### config.mk
export PLATFORM = sky130hd
export DESIGN_NAME = ibex_mem_arbiter
export DESIGN_NICKNAME = d
export VERILOG_FILES = /design/src/rtl/ibex_mem_arb_pkg.sv /design/src/rtl/ibex_mem_arb_src_fifo.sv /design/src/rtl/ibex_mem_arbiter.sv
export SDC_FILE = /design/constraint.sdc
export NUM_CORES = 1
export LEC_CHECK = 0
export ABC_AREA = 1
export BUFFER_PORTS_ARGS = -buffer_cell sky130_fd_sc_hd__buf_4
export CORE_AREA = 2 2 109 111
export CTS_CLUSTER_SIZE = 16
export DETAILED_ROUTE_END_ITERATION = 16
export DIE_AREA = 0 0 111 113
export GPL_ROUTABILITY_DRIVEN = 0
export SETUP_SLACK_MARGIN = 0.1
export SLEW_MARGIN = 5
export SYNTH_ARGS = -nofsm -noshare
export SYNTH_HDL_FRONTEND = slang
export SYNTH_SLANG_ARGS = --single-unit
### constraint.sdc
create_clock -name clk_i -period 1.7 [get_ports clk_i]
set_clock_uncertainty 0.2 [all_clocks]
set_input_delay 0.255 -clock clk_i [delete_from_list [all_inputs] [get_ports clk_i]]
set_output_delay 0.255 -clock clk_i [all_outputs]
set_load 0.05 [all_outputs]
### src/rtl/ibex_mem_arb_pkg.sv
// ----------------------------------------------------------------------------
// ibex_mem_arb_pkg
// Shared types for the Ibex instruction/data memory-port arbiter.
//   arb_src_e   : which requester owns a transaction
//   arb_state_e : arbiter address-phase state
//   INSTR_BE    : byte enables driven for instruction fetches
// ----------------------------------------------------------------------------
package ibex_mem_arb_pkg;

   typedef enum logic {SRC_INSTR, SRC_DATA} arb_src_e;

   typedef enum logic [1:0] {ARB_IDLE, ARB_LOCK_I, ARB_LOCK_D} arb_state_e;

   localparam logic [3:0] INSTR_BE = 4'hF;

endpackage

### src/rtl/ibex_mem_arb_src_fifo.sv
// ----------------------------------------------------------------------------
// ibex_mem_arb_src_fifo
// In-order record of which requester issued each outstanding transaction.
// Ports:
//   clk_i, rst_ni : clock, async active-low reset
//   push_i/data_i : enqueue a source (ignored when full)
//   pop_i         : dequeue the head (ignored when empty)
//   full_o/empty_o: occupancy flags
//   head_o        : source of the oldest outstanding transaction
// ----------------------------------------------------------------------------
module ibex_mem_arb_src_fifo
   import ibex_mem_arb_pkg::*;
#(
   parameter int unsigned Depth = 2
) (
   input  logic     clk_i,
   input  logic     rst_ni,
   input  logic     push_i,
   input  arb_src_e data_i,
   input  logic     pop_i,
   output logic     full_o,
   output logic     empty_o,
   output arb_src_e head_o
);

   localparam int unsigned PtrW = (Depth > 1) ? $clog2(Depth) : 1;
   localparam int unsigned CntW = $clog2(Depth + 1);

   arb_src_e        r_mem [Depth];
   logic [PtrW-1:0] r_wptr;
   logic [PtrW-1:0] r_rptr;
   logic [CntW-1:0] r_count;
   logic            w_push;
   logic            w_pop;

   assign full_o  = (r_count == CntW'(Depth));
   assign empty_o = (r_count == '0);
   assign head_o  = r_mem[r_rptr];
   assign w_push  = push_i & ~full_o;
   assign w_pop   = pop_i & ~empty_o;

   always_ff @(posedge clk_i or negedge rst_ni) begin
      if (!rst_ni) begin
         for (int i = 0; i < int'(Depth); i++) r_mem[i] <= SRC_INSTR;
         r_wptr  <= '0;
         r_rptr  <= '0;
         r_count <= '0;
      end else begin
         if (w_push) begin
            r_mem[r_wptr] <= data_i;
            r_wptr <= (r_wptr == PtrW'(Depth - 1)) ? '0 : r_wptr + PtrW'(1);
         end
         if (w_pop) begin
            r_rptr <= (r_rptr == PtrW'(Depth - 1)) ? '0 : r_rptr + PtrW'(1);
         end
         if (w_push && !w_pop)      r_count <= r_count + CntW'(1);
         else if (!w_push && w_pop) r_count <= r_count - CntW'(1);
      end
   end

endmodule

### src/rtl/ibex_mem_arbiter.sv
// ----------------------------------------------------------------------------
// ibex_mem_arbiter
// Shares one OBI memory port between Ibex instruction fetch and LSU.
//
// state      | meaning
// -----------+---------------------------------------------------------------
// ARB_IDLE   | no address phase held; selection is free each cycle
// ARB_LOCK_I | fetch address phase issued but not granted; fetch is forced
// ARB_LOCK_D | LSU address phase issued but not granted; LSU is forced
//
// Ports:
//   clk_i, rst_ni       : clock, async active-low reset
//   instr_* / data_*    : requester OBI interfaces (req/gnt/addr/rvalid/rdata/err)
//   mem_*               : shared downstream OBI port
//   proto_err_o         : sticky flag, response arrived with nothing outstanding
// ----------------------------------------------------------------------------
module ibex_mem_arbiter
   import ibex_mem_arb_pkg::*;
#(
   parameter int unsigned MaxOutstanding = 2,
   parameter bit          DataPriority   = 1'b1
) (
   input  logic        clk_i,
   input  logic        rst_ni,
   input  logic        instr_req_i,
   output logic        instr_gnt_o,
   output logic        instr_rvalid_o,
   input  logic [31:0] instr_addr_i,
   output logic [31:0] instr_rdata_o,
   output logic        instr_err_o,
   input  logic        data_req_i,
   output logic        data_gnt_o,
   output logic        data_rvalid_o,
   input  logic        data_we_i,
   input  logic [3:0]  data_be_i,
   input  logic [31:0] data_addr_i,
   input  logic [31:0] data_wdata_i,
   output logic [31:0] data_rdata_o,
   output logic        data_err_o,
   output logic        mem_req_o,
   input  logic        mem_gnt_i,
   input  logic        mem_rvalid_i,
   output logic        mem_we_o,
   output logic [3:0]  mem_be_o,
   output logic [31:0] mem_addr_o,
   output logic [31:0] mem_wdata_o,
   input  logic [31:0] mem_rdata_i,
   input  logic        mem_err_i,
   output logic        proto_err_o
);

   arb_state_e r_state;
   arb_state_e w_state_d;
   arb_src_e   r_rr_ptr;
   arb_src_e   w_sel;
   arb_src_e   w_head;
   logic       w_full;
   logic       w_empty;
   logic       w_hs;
   logic       w_resp;
   logic       r_proto_err;

   // A lock only holds while its owner keeps requesting; if the owner drops
   // req the arbiter behaves as idle in that same cycle so the grant can never
   // land on a requester that is not asking.
   always_comb begin
      w_sel = SRC_INSTR;
      if (r_state == ARB_LOCK_I && instr_req_i) begin
         w_sel = SRC_INSTR;
      end else if (r_state == ARB_LOCK_D && data_req_i) begin
         w_sel = SRC_DATA;
      end else if (instr_req_i && data_req_i) begin
         if (DataPriority) w_sel = SRC_DATA;
         else              w_sel = (r_rr_ptr == SRC_INSTR) ? SRC_DATA : SRC_INSTR;
      end else if (data_req_i) begin
         w_sel = SRC_DATA;
      end
   end

   // No bypass: a pop in this cycle does not free a slot for this cycle.
   assign mem_req_o = (instr_req_i | data_req_i) & ~w_full;
   assign w_hs      = mem_req_o & mem_gnt_i;

   assign mem_addr_o  = (w_sel == SRC_DATA) ? data_addr_i  : instr_addr_i;
   assign mem_we_o    = (w_sel == SRC_DATA) ? data_we_i    : 1'b0;
   assign mem_be_o    = (w_sel == SRC_DATA) ? data_be_i    : INSTR_BE;
   assign mem_wdata_o = (w_sel == SRC_DATA) ? data_wdata_i : 32'h0;

   assign instr_gnt_o = w_hs & (w_sel == SRC_INSTR);
   assign data_gnt_o  = w_hs & (w_sel == SRC_DATA);

   always_comb begin
      w_state_d = ARB_IDLE;
      if (mem_req_o && !mem_gnt_i) begin
         w_state_d = (w_sel == SRC_DATA) ? ARB_LOCK_D : ARB_LOCK_I;
      end
   end

   always_ff @(posedge clk_i or negedge rst_ni) begin
      if (!rst_ni) begin
         r_state     <= ARB_IDLE;
         r_rr_ptr    <= SRC_INSTR;
         r_proto_err <= 1'b0;
      end else begin
         r_state <= w_state_d;
         if (w_hs) r_rr_ptr <= w_sel;
         if (mem_rvalid_i && w_empty) r_proto_err <= 1'b1;
      end
   end

   assign proto_err_o = r_proto_err;

   assign w_resp = mem_rvalid_i & ~w_empty;

   ibex_mem_arb_src_fifo #(
      .Depth (MaxOutstanding)
   ) u_src_fifo (
      .clk_i   (clk_i),
      .rst_ni  (rst_ni),
      .push_i  (w_hs),
      .data_i  (w_sel),
      .pop_i   (w_resp),
      .full_o  (w_full),
      .empty_o (w_empty),
      .head_o  (w_head)
   );

   assign instr_rvalid_o = w_resp & (w_head == SRC_INSTR);
   assign data_rvalid_o  = w_resp & (w_head == SRC_DATA);
   assign instr_err_o    = mem_err_i & instr_rvalid_o;
   assign data_err_o     = mem_err_i & data_rvalid_o;
   assign instr_rdata_o  = mem_rdata_i;
   assign data_rdata_o   = mem_rdata_i;

endmodule

==> results by stage <==
Layout:
- At the end of the flow, the number of nets in the layout was 582.
- The number of antenna cells inserted is 0.
- The area added between synthesis and finish is 119%.
- The post-route cell area is 3600 um^2.
- The fraction of layout cells with a size suffix above 1 is 65.7%.
- The final cell count without fillers is 583.
- The core utilization of the finished layout is 31.9%.

Synthesis:
- Sorting the synthesized cells by area gives the leading types as sky130_fd_sc_hd__buf_4, sky130_fd_sc_hd__nand2_1, sky130_fd_sc_hd__dfrtp_1.
- The synthesized netlist occupies a cell area of 1640 um^2.
- The cell count after synthesis is 300.
- For this run, asynchronously set or reset flops after synthesis account for 100%.
- In this run, distinct cell masters in the synthesized netlist total 22.
- Averaged over all synthesized cells, the footprint is 5.48 um^2.
- Yosys printed 0 warnings.
- For this run, the leading register cell type out of synthesis is sky130_fd_sc_hd__dfrtp_1.
- The portion of synthesized cell area occupied by the leading cell type is 30.1%.
- The number of flip-flops and latches in the synthesized netlist is 9.
- The total nets after synthesis is 441.
- The number of enable-type register cells in the synthesized netlist is 0.
- Sequential elements use 13.7% of the synthesized area.
- The largest area contributor in the synthesized netlist is sky130_fd_sc_hd__buf_4.

Hold path:
- The worst hold path terminates at proto_err_o$_DFFE_PN0P_.
- The startpoint of the most critical hold path is mem_rvalid_i.
- The tightest min-delay check is of the primary input to flip-flop type.
- Counting instances, the worst hold path has a depth of 2.

Placed design:
- The placed instances occupy a cell area of 2990 um^2.
- The detailed placer's ending HPWL is 5350 um.
- The number of buffers added on ports is 184.
- The number of cells in the design after placement is 567.
- Timing analysis after detailed placement gives a worst setup slack of -0.0796 ns.

Critical path:
- Along the worst path, the maximum fanout reaches 10.
- Counting both buffers and inverters, the worst setup path holds a total of 3.
- The category of cells accounting for the largest share of critical-path delay is buffers and inverters.
- The longest individual stage delay on the worst path is 0.38 ns.
- In this run the register-to-register setup slack is 0.07 ns.
- The worst setup path is of the flip-flop to output port kind.
- The worst setup path is captured at an output port.
- The depth of the worst register-to-register path is 6.
- The data arrival time of the critical path is 1.46 ns.
- In this run the critical register-to-register path is launched from u_src_fifo.r_count[0]$_DFFE_PN0P_.
- STA classifies the critical path startpoint as a flip-flop.
- The cell type of the slowest stage on the worst timing path is sky130_fd_sc_hd__dfrtp_1.
- STA puts the critical path data required time at 1.24 ns.
- The endpoint of the most critical register-to-register path is u_src_fifo.r_count[1]$_DFFE_PN0P_.
- The signal on the critical path passes through nand2_2 > nand2_8 > buf_4 > clkbuf_16 > nor2_1 > buf_6.

Global route:
- The global-route wire length before repair is 10200 um.
- Entering global routing, the biggest net connects 25 pins.
- Across every metal layer, demand over resource in global routing totals 9.73%.
- The via count of the first global-routing pass came to 2291.
- The number of antenna violations at the first check in global routing is 0.
- The sum of overflow across all layers after global routing is 0.

CTS:
- For the worst-skew pair, the clock arrives at the later sink with an insertion delay of 0.24 ns.
- TritonCTS built the clock tree.
- The tree built by TritonCTS fans out to 9 sinks.
- The maximum clock path buffer count is 2.
- Clock-pin slew was measured on the worst setup and hold paths at 0.04 ns.
- The number of buffers added by the clock tree synthesis step is 3.
- The root buffer cell chosen for the clock tree is sky130_fd_sc_hd__clkbuf_16.
- CTS built an H-tree with a depth of 1.

STA:
- The smallest clock period supported by the final layout is computed as 1.91 ns.
- Across all setup checks in the final design, the least slack found is -0.213 ns.
- The portion of the clock cycle consumed by the worst path in the final layout is 113%.
- Setup violations remaining at the end of the flow were counted as 75.
- Setup repair after global routing could not meet its margin everywhere.
- The worst hold slack across all endpoints is 0.0887 ns.
- The highest attainable clock frequency is 523 MHz.
- The headroom to the max-slew limit is 87.7%.
- The worst-margin pin slew is 0.184 ns.
- The final count of hold timing violations is 0.
- The final max-slew violation count came to 0.

Die:
- The die is 111 um wide.
- Once the floorplan was initialized, standard cells occupied 14.6% of the core.
- The die outline area is 12500 um^2.
- The row count is 39.
- The I/O pin total is 281.
- From bottom edge to top edge, the die measures 113 um.
- The core box area is 11300 um^2.

Routing:
- The routed layout has 2266 vias.
- In the detailed route, the total length drawn on met3 is 647 um.
- Dividing the detail-routed via count by the number of cells gives 3.89.
- The final layout contains routed wiring with a total length of 6890 um.
- The top routing layer in use is met4.
- The number of routed nets with antenna violations is 0.
- The per-cell routed wire length is 11.8 um.
- The remaining routing DRC violations is 0.
- The routed length on met1 is 2070 um.
- The first routing iteration left 36 violations.
- Wire segments on met2 add up to 3960 um in the final route.
- The first-pass iteration count of the detailed router is 4.

Power and ir drop:
- The power per unit of standard cell area is 906 nW/um^2.
- The clock network power share is 13.2%.
- The switching share of power is 48.6%.
- The share of total power dissipated in combinational logic is 75.3%.
- For this design the static power due to leakage is 2.00 nW.
- In this run the power spent charging and discharging nets is 1.58 mW.
- Sequential cells burn 11.6% of the power.
- The worst ir drop on vdd is 589 uV.
- The internal power of the cells totals 1.68 mW.

Job:
- The number of violations of the max-capacitance limit is 0.

Outcome:
- The checks that failed: setup timing.
- The run finished, with violations left.
==> layout make-up <==
type                            instances  area (um^2)
Timing Repair Buffer                  210         1980
Sequential cell                         9          226
Clock buffer                            4         78.8
Multi-Input combinational cell        172          961
Inverter                               45          174
Fill cell                            1164         7670
Tap cell                              143          179
==> worst max-delay path by stage <==
stage          cells past startpoint              end            startpoint
2_1_floorplan                      4  mem_wdata_o[11]  r_state[0]$_DFF_PN0_
3_3_place_gp                       9   mem_addr_o[23]           instr_req_i
3_5_place_dp                       9   mem_addr_o[25]           instr_req_i
4_1_cts                            8   mem_addr_o[29]  r_state[1]$_DFF_PN0_
5_1_grt                            8   mem_addr_o[27]  r_state[1]$_DFF_PN0_
6_report                           6   mem_wdata_o[1]  r_state[0]$_DFF_PN0_
==> placed cells by master (no fill, tap or decap), types with 2 or more instances in the layout <==
cell,synthesis,layout
sky130_fd_sc_hd__nor2_1,42,23
sky130_fd_sc_hd__buf_4,66,120
sky130_fd_sc_hd__nand2_1,110,71
sky130_fd_sc_hd__nor2_4,0,3
sky130_fd_sc_hd__nand2_4,0,2
sky130_fd_sc_hd__or2_4,0,3
sky130_fd_sc_hd__nor3_4,0,2
sky130_fd_sc_hd__inv_1,43,40
sky130_fd_sc_hd__buf_6,0,79
sky130_fd_sc_hd__nand4_1,2,2
sky130_fd_sc_hd__buf_8,0,5
sky130_fd_sc_hd__nor2_2,0,16
sky130_fd_sc_hd__dfrtp_1,9,8
sky130_fd_sc_hd__xnor2_1,2,2
sky130_fd_sc_hd__nand2_2,2,38
sky130_fd_sc_hd__buf_12,0,4
sky130_fd_sc_hd__inv_2,1,4
sky130_fd_sc_hd__clkbuf_16,0,4
==> sequential cells by signal, indices dropped and copies added (netlist names) <==
signal,count
proto_err_o,1
r_state,2
u_src_fifo.r_count,2
u_src_fifo.r_mem,2
u_src_fifo.r_rptr,1
u_src_fifo.r_wptr,1
==> metal layers <==
layer	vias up	track usage [%]
met2	165	20.4
met1	1001	8.63
met5	-	0
li1	1077	-
met3	23	2.30
met4	0	4.50
==> synth_stat cells, types with 2 or more instances <==
library cell / count
sky130_fd_sc_hd__nand4_1: 2
sky130_fd_sc_hd__nand2_1: 110
sky130_fd_sc_hd__xnor2_1: 2
sky130_fd_sc_hd__nor3_1: 2
sky130_fd_sc_hd__or2_1: 3
sky130_fd_sc_hd__buf_4: 66
sky130_fd_sc_hd__buf_2: 8
sky130_fd_sc_hd__inv_1: 43
sky130_fd_sc_hd__nor2_1: 42
sky130_fd_sc_hd__nand2_2: 2
sky130_fd_sc_hd__dfrtp_1: 9
==> per-stage QoR <==
| stage | power (mW) | TNS [ns] |
|---|---|---|
| detailed placement | 2.36 | -2.37 |
| floorplan | 2.05 | -2.81 |
| CTS | 3.16 | -10.77 |
| finish | 3.26 | -11.41 |
| global route | 3.43 | -15.99 |
| global placement | 2.34 | -1.77 |
==> power groups by stage <==
stage | logic [mW] | clock network [mW] | registers, mW
4_1_cts | 2.35 | 0.437 | 0.374
6_report | 2.46 | 0.429 | 0.377
3_5_place_dp | 1.99 | 0 | 0.376
2_1_floorplan | 1.69 | 0 | 0.368
3_3_place_gp | 1.96 | 0 | 0.372
5_1_grt | 2.60 | 0.445 | 0.391
==> cell families (layout without fill, tap and decap cells) <==
| group | Yosys count | count (layout) | synth area share, % |
|---|---|---|---|
| flops | 9 | 9 | 13.7 |
| buf+inv | 119 | 259 | 43.0 |
| fa+ha+maj | 1 | 1 | 0.761 |
| compound gates | 3 | 3 | 1.14 |
| simple gates | 165 | 165 | 39.8 |
| xor+xnor | 3 | 3 | 1.60 |
==> what timing repair did <==
item / 4_1_cts / 5_1_grt
pin swaps: 7 / 6
hold buffers: 1 / 0
endpoints found under the setup margin: 77 / 77
buffers inserted: 7 / 4
endpoints found under the hold margin: 9 / 0
gates cloned: 0 / 1
gates resized for setup: 81 / 39
No activity file was read; power rests on OpenSTA's default activity.
